--- config.mk ---
export PLATFORM = sky130hd
export DESIGN_NAME = servant_clk_rst_ctrl
export DESIGN_NICKNAME = d
export VERILOG_FILES = /design/src/rtl/servant_clk_pkg.sv /design/src/rtl/servant_sync2.sv /design/src/rtl/servant_clk_rst_ctrl.sv
export SDC_FILE = /design/constraint.sdc
export NUM_CORES = 1
export LEC_CHECK = 0
export ABC_AREA = 0
export BUFFER_PORTS_ARGS = -buffer_cell sky130_fd_sc_hd__buf_2
export CAP_MARGIN = 20
export CORE_MARGIN = 3
export CORE_UTILIZATION = 55
export DETAILED_ROUTE_END_ITERATION = 10
export PLACE_DENSITY_LB_ADDON = 0.15
export SLEW_MARGIN = 20
export SYNTH_ARGS = -nofsm -noshare
export SYNTH_HDL_FRONTEND = slang
export SYNTH_SLANG_ARGS = --single-unit
--- constraint.sdc ---
create_clock -name i_clk -period 2.8 [get_ports i_clk]
set_input_delay 0.56 -clock i_clk [delete_from_list [all_inputs] [get_ports i_clk]]
set_output_delay 0.56 -clock i_clk [all_outputs]
set_load 0.1 [all_outputs]
--- src/rtl/servant_clk_pkg.sv ---
// Shared encodings and widths for the Servant clock/reset sequencer.
package servant_clk_pkg;

  typedef enum logic [1:0] {
    ST_WAIT_LOCK = 2'd0,
    ST_HOLD      = 2'd1,
    ST_STAGGER   = 2'd2,
    ST_RUN       = 2'd3
  } state_e;

  localparam int LOSS_CNT_W = 8;

  // Counter width able to hold max_val; never narrower than one bit.
  function automatic int cnt_width(input int max_val);
    return (max_val < 1) ? 1 : $clog2(max_val + 1);
  endfunction

endpackage

--- src/rtl/servant_sync2.sv ---
// Two-flop synchroniser for a single asynchronous level; resets to 0.
module servant_sync2 (
  input  logic i_clk,
  input  logic i_rst,
  input  logic i_d,
  output logic o_q
);

  logic meta_q;
  logic sync_q;

  always_ff @(posedge i_clk or posedge i_rst) begin
    if (i_rst) begin
      meta_q <= 1'b0;
      sync_q <= 1'b0;
    end else begin
      meta_q <= i_d;
      sync_q <= meta_q;
    end
  end

  assign o_q = sync_q;

endmodule

--- src/rtl/servant_clk_rst_ctrl.sv ---
// Lock-filtered reset stretcher and staggered clock-enable sequencer.
// Re-sequences from WAIT_LOCK on any lock loss and counts loss events.
module servant_clk_rst_ctrl
  import servant_clk_pkg::*;
#(
  parameter int CHANNELS    = 2,
  parameter int LOCK_FILTER = 8,
  parameter int RST_CYCLES  = 16,
  parameter int STAGGER     = 4
) (
  input  logic                  i_clk,
  input  logic                  i_rst,
  input  logic                  i_locked,
  input  logic [CHANNELS-1:0]   i_en,
  output logic [CHANNELS-1:0]   o_en,
  output logic                  o_rst,
  output logic                  o_ready,
  output logic [LOSS_CNT_W-1:0] o_lock_loss_cnt
);

  localparam int FILT_W = cnt_width(LOCK_FILTER);
  localparam int HOLD_W = cnt_width(RST_CYCLES);
  localparam int STAG_W = cnt_width((CHANNELS - 1) * STAGGER);

  logic                  locked_s;
  logic                  loss;
  state_e                state_q, state_d;
  logic [FILT_W-1:0]     filt_q, filt_d;
  logic [HOLD_W-1:0]     hold_q, hold_d;
  logic [STAG_W-1:0]     stag_q, stag_d;
  logic [CHANNELS-1:0]   elig_q, elig_d;
  logic [CHANNELS-1:0]   en_q;
  logic                  ready_q;
  logic                  rst_q;
  logic [LOSS_CNT_W-1:0] loss_cnt_q;

  servant_sync2 u_lock_sync (
    .i_clk (i_clk),
    .i_rst (i_rst),
    .i_d   (i_locked),
    .o_q   (locked_s)
  );

  assign loss = !locked_s && (state_q != ST_WAIT_LOCK);

  always_comb begin
    state_d = state_q;
    filt_d  = '0;
    hold_d  = '0;
    stag_d  = '0;
    elig_d  = elig_q;
    case (state_q)
      ST_WAIT_LOCK: begin
        elig_d = '0;
        if (locked_s) begin
          if (int'(filt_q) == LOCK_FILTER - 1) state_d = ST_HOLD;
          else                                 filt_d  = filt_q + 1'b1;
        end
      end
      ST_HOLD: begin
        if (int'(hold_q) == RST_CYCLES - 1) begin
          state_d   = ST_STAGGER;
          elig_d[0] = 1'b1;
        end else begin
          hold_d = hold_q + 1'b1;
        end
      end
      ST_STAGGER: begin
        stag_d = stag_q + 1'b1;
        // Channel k turns eligible k*STAGGER edges after channel 0.
        for (int k = 1; k < CHANNELS; k++) begin
          if (int'(stag_q) + 1 == k * STAGGER) elig_d[k] = 1'b1;
        end
        if (&elig_d) begin
          state_d = ST_RUN;
          stag_d  = '0;
        end
      end
      ST_RUN: ;
      default: state_d = ST_WAIT_LOCK;
    endcase
    // Lock loss overrides any transition or eligibility taken this cycle.
    if (loss) begin
      state_d = ST_WAIT_LOCK;
      filt_d  = '0;
      hold_d  = '0;
      stag_d  = '0;
      elig_d  = '0;
    end
  end

  always_ff @(posedge i_clk or posedge i_rst) begin
    if (i_rst) begin
      state_q    <= ST_WAIT_LOCK;
      filt_q     <= '0;
      hold_q     <= '0;
      stag_q     <= '0;
      elig_q     <= '0;
      en_q       <= '0;
      ready_q    <= 1'b0;
      rst_q      <= 1'b1;
      loss_cnt_q <= '0;
    end else begin
      state_q <= state_d;
      filt_q  <= filt_d;
      hold_q  <= hold_d;
      stag_q  <= stag_d;
      elig_q  <= elig_d;
      en_q    <= loss ? '0 : (elig_q & i_en);
      ready_q <= loss ? 1'b0 : (&elig_q);
      rst_q   <= (state_d == ST_WAIT_LOCK) || (state_d == ST_HOLD);
      if (loss && (loss_cnt_q != '1)) loss_cnt_q <= loss_cnt_q + 1'b1;
    end
  end

  assign o_en            = en_q;
  assign o_ready         = ready_q;
  assign o_rst           = rst_q;
  assign o_lock_loss_cnt = loss_cnt_q;

endmodule
==> results.cfg <==
[run_status]
outcome = complete, no violations

[synth]
synthDistinctLibCells = 32
yosysSeqAreaShare_pct = 57.6
synth_area_sq_um = 1310
synth_seq_cells = 30
synth_warnings = 0
synthCells = 121
synth_area_per_cell_sq_um = 10.8
synth_fp_nets = 131

[worst_setup_path]
cp_top_family = flip-flops
crit_slowest_cell = dfstp_2
crit_chain = buf_2
crit_type = register to output pin
crit_path_start_kind = register
required_ns = 2.24
cpPeakStageDelay_ns = 0.52
crit_arrival_ns = 1.26
worstSetupEndpointType = output pin
cp_max_fo = 1
path_buf_inv = 1

[grt]
grt_pass1_vias = 843
grt_max_degree = 31
grt_pass1_wl_mm = 3.64
grt.total_usage_pct = 17.8
grt-ovfl-total = 0
antenna_found_initial = 0

[power]
combinationalPowerShare_pct = 6.2
leakagePower_nw = 0.751
irDropWorstVdd_mv = 0.356
total_power_w = 0.000756
p_clk_share_pct = 34.3
intPower_w = 0.000574
p_seq_share_pct = 59.5
swShare_pct = 24.1
power_density_nw_per_um2 = 510
p_switching_w = 0.000182

[min_path]
holdCritPathClass = input port to asynchronous set/reset pin

[layout]
regArea_sq_um = 752
area_growth_pct = 13.6
n_fill_cell = 197
layout-drive-gt1-share_pct = 20.7
multi_input_area_sq_um = 527
nNetsFinal = 154
n_antenna_cell = 0

[detailed_routing]
dr.pass1.iters = 4
vias_per_cell = 5.34
routed_wl_mm = 2.18
wl_per_cell_microns = 12.6
drt.antenna.violating_nets = 0
drcViolationCount = 0
dr.first_iter.drc_count = 9
num_vias = 923

[die]
dieHeight_microns = 54.7
io_pins = 17
rows = 17
die_w_microns = 54.7
start_util_pct = 58.5
core_area_sq_um = 2230
dieArea_sq_um = 3000

[clocking]
path_clk_slew_ns = 0.09
cts_setup_buffers = 0
cts_sinks = 30
cts_max_level = 2
numCtsBuffers = 5
clock-root-buffer = clkbuf_4
ctsResizeCount = 0
worstSkewPairLatency_ns = 0.33
cts_hold_buf = 0
cts_buffer_depth = 2
cts_tree = done

[timing]
finalSetupViolCount = 0
tightest_slew_ns = 0.494
final.setup.tns_ns = 0
fin_skew_ns = 0.00600
fin_crit_sh_pct = 65.0
hold_viol = 0
period_needed_ns = 1.82
slew_viol_final = 0
rsz0062_at_grt = false
fmax_mhz = 549
slew_headroom_pct = 67.3

[placement]
hpwlAfterDp_mm = 1.59
gp_congestion = 0.767
io_buffers = 16

[flow_run]
maxCapViolations = 0
[cells by family (layout without fill, tap and decap cells)]
logic type      after synthesis  in the layout  share of synthesized area [%]
mux                           2              2                           1.63
fa+ha+maj                     5              5                           4.79
buf+inv                       7             31                           2.11
xor+xnor                      7              7                           4.69
compound gates               19             19                           9.77
flops                        30             30                           57.6
simple gates                 51             51                           19.4
[worst reg2reg max path, delay by kind of cell, from the launching register on]
kind                       cells  cell delay [ns]
DFF                            1             0.44
muxes                          1             0.33
and+or+nand+nor                2             0.30
adders and majority gates      1             0.27
[flip-flops by register name, indices dropped and copies added (netlist names), 2 cells and up]
name             count
stag_q               3
filt_q               4
o_lock_loss_cnt      8
state_q              2
elig_q               2
o_en                 2
hold_q               5
[area by class of cell]
cell class,instances,area share [%]
inverters,6,1.52
clock inverters,1,0.337
repair buffers,17,5.90
multi-input cells,84,35.5
clock buffers,7,3.71
flip-flops and latches,30,50.7
well taps,28,2.36
[cells in the final DEF (no fill, tap or decap), types with 2 or more instances in the layout]
cell,netlist,layout
nand2_1,6,6
xor2_1,2,2
and3_1,7,7
a21boi_0,2,2
and2_1,2,2
clkbuf_4,0,5
o21bai_1,2,2
nor2_1,13,13
nand2b_1,2,2
o21ai_0,4,4
inv_1,5,5
xnor2_1,5,5
a31oi_1,2,2
nand4_1,3,3
nor3_1,7,7
buf_2,1,16
ha_1,5,5
a21oi_1,3,3
nand3_1,8,8
dfrtp_1,29,29
[routing by layer]
metal	up-vias	track usage (%)	wire length, microns
li1	471	-	-
met1	434	22.6	1060
met2	14	25.2	981
met3	4	5.72	90
met4	0	12.4	46
met5	-	0	0
[through the flow]
| step | cell area, sq um | instances | utilization [%] | setup slack (ns) | hold WS, ns |
|---|---|---|---|---|---|
| finish | 1480 | 173 | 66.4 | 0.979 | 0.288 |
| global route | 1480 | 173 | 66.4 | 0.927 | 0.318 |
| CTS | 1480 | 173 | 66.4 | 0.959 | 0.285 |
| detailed placement | 1420 | 165 | 63.8 | 1.33 | 0.339 |
| global placement | 1420 | 165 | 63.8 | 1.33 | 0.335 |
| floorplan | 1310 | 121 | - | 0.738 | 0.331 |
[cell usage after synthesis]
library cell	number	area [sq um]
dfrtp_1	29	726
nor2_1	13	48.8
nand3_1	8	40.0
and3_1	7	43.8
nor3_1	7	35.0
nand2_1	6	22.5
ha_1	5	62.6
inv_1	5	18.8
xnor2_1	5	43.8
o21ai_0	4	20.0
a21oi_1	3	15.0
nand4_1	3	18.8
a21boi_0	2	15.0
a31oi_1	2	12.5
and2_1	2	12.5
nand2b_1	2	12.5
o21bai_1	2	15.0
xor2_1	2	17.5
a21o_1	1	7.51
a21oi_2	1	8.76
buf_2	1	5.00
dfstp_2	1	26.3
inv_2	1	3.75
mux2_2	1	11.3
mux2i_1	1	10.0
nor2b_1	1	6.26
o211ai_1	1	7.51
o21a_1	1	7.51
o21ba_2	1	10.0
o311ai_1	1	8.76
or2_2	1	6.26
or4_1	1	7.51
[power groups by stage]
stage               sequential (W)  clock (W)  combinational, W
finish                    0.000450   0.000260         0.0000467
global route              0.000452   0.000283         0.0000509
CTS                       0.000450   0.000269         0.0000481
detailed placement        0.000459          0         0.0000479
global placement          0.000458          0         0.0000469
floorplan                 0.000477          0         0.0000168
[worst paths after layout]
check	from	end	slack, ns	cells after the start
max reg2reg	o_lock_loss_cnt[0]	o_lock_loss_cnt[1]	1.35	4
min	i_rst	o_lock_loss_cnt[4]	0.29	3
max	o_rst	o_rst	0.98	1
min reg2reg	u_lock_sync.meta_q	u_lock_sync.o_q	0.36	0
min in group i_clk	i_locked	u_lock_sync.meta_q	0.33	1
max in group asynchronous	i_rst	o_rst	2.21	3
(Power assumes the default switching activity.)
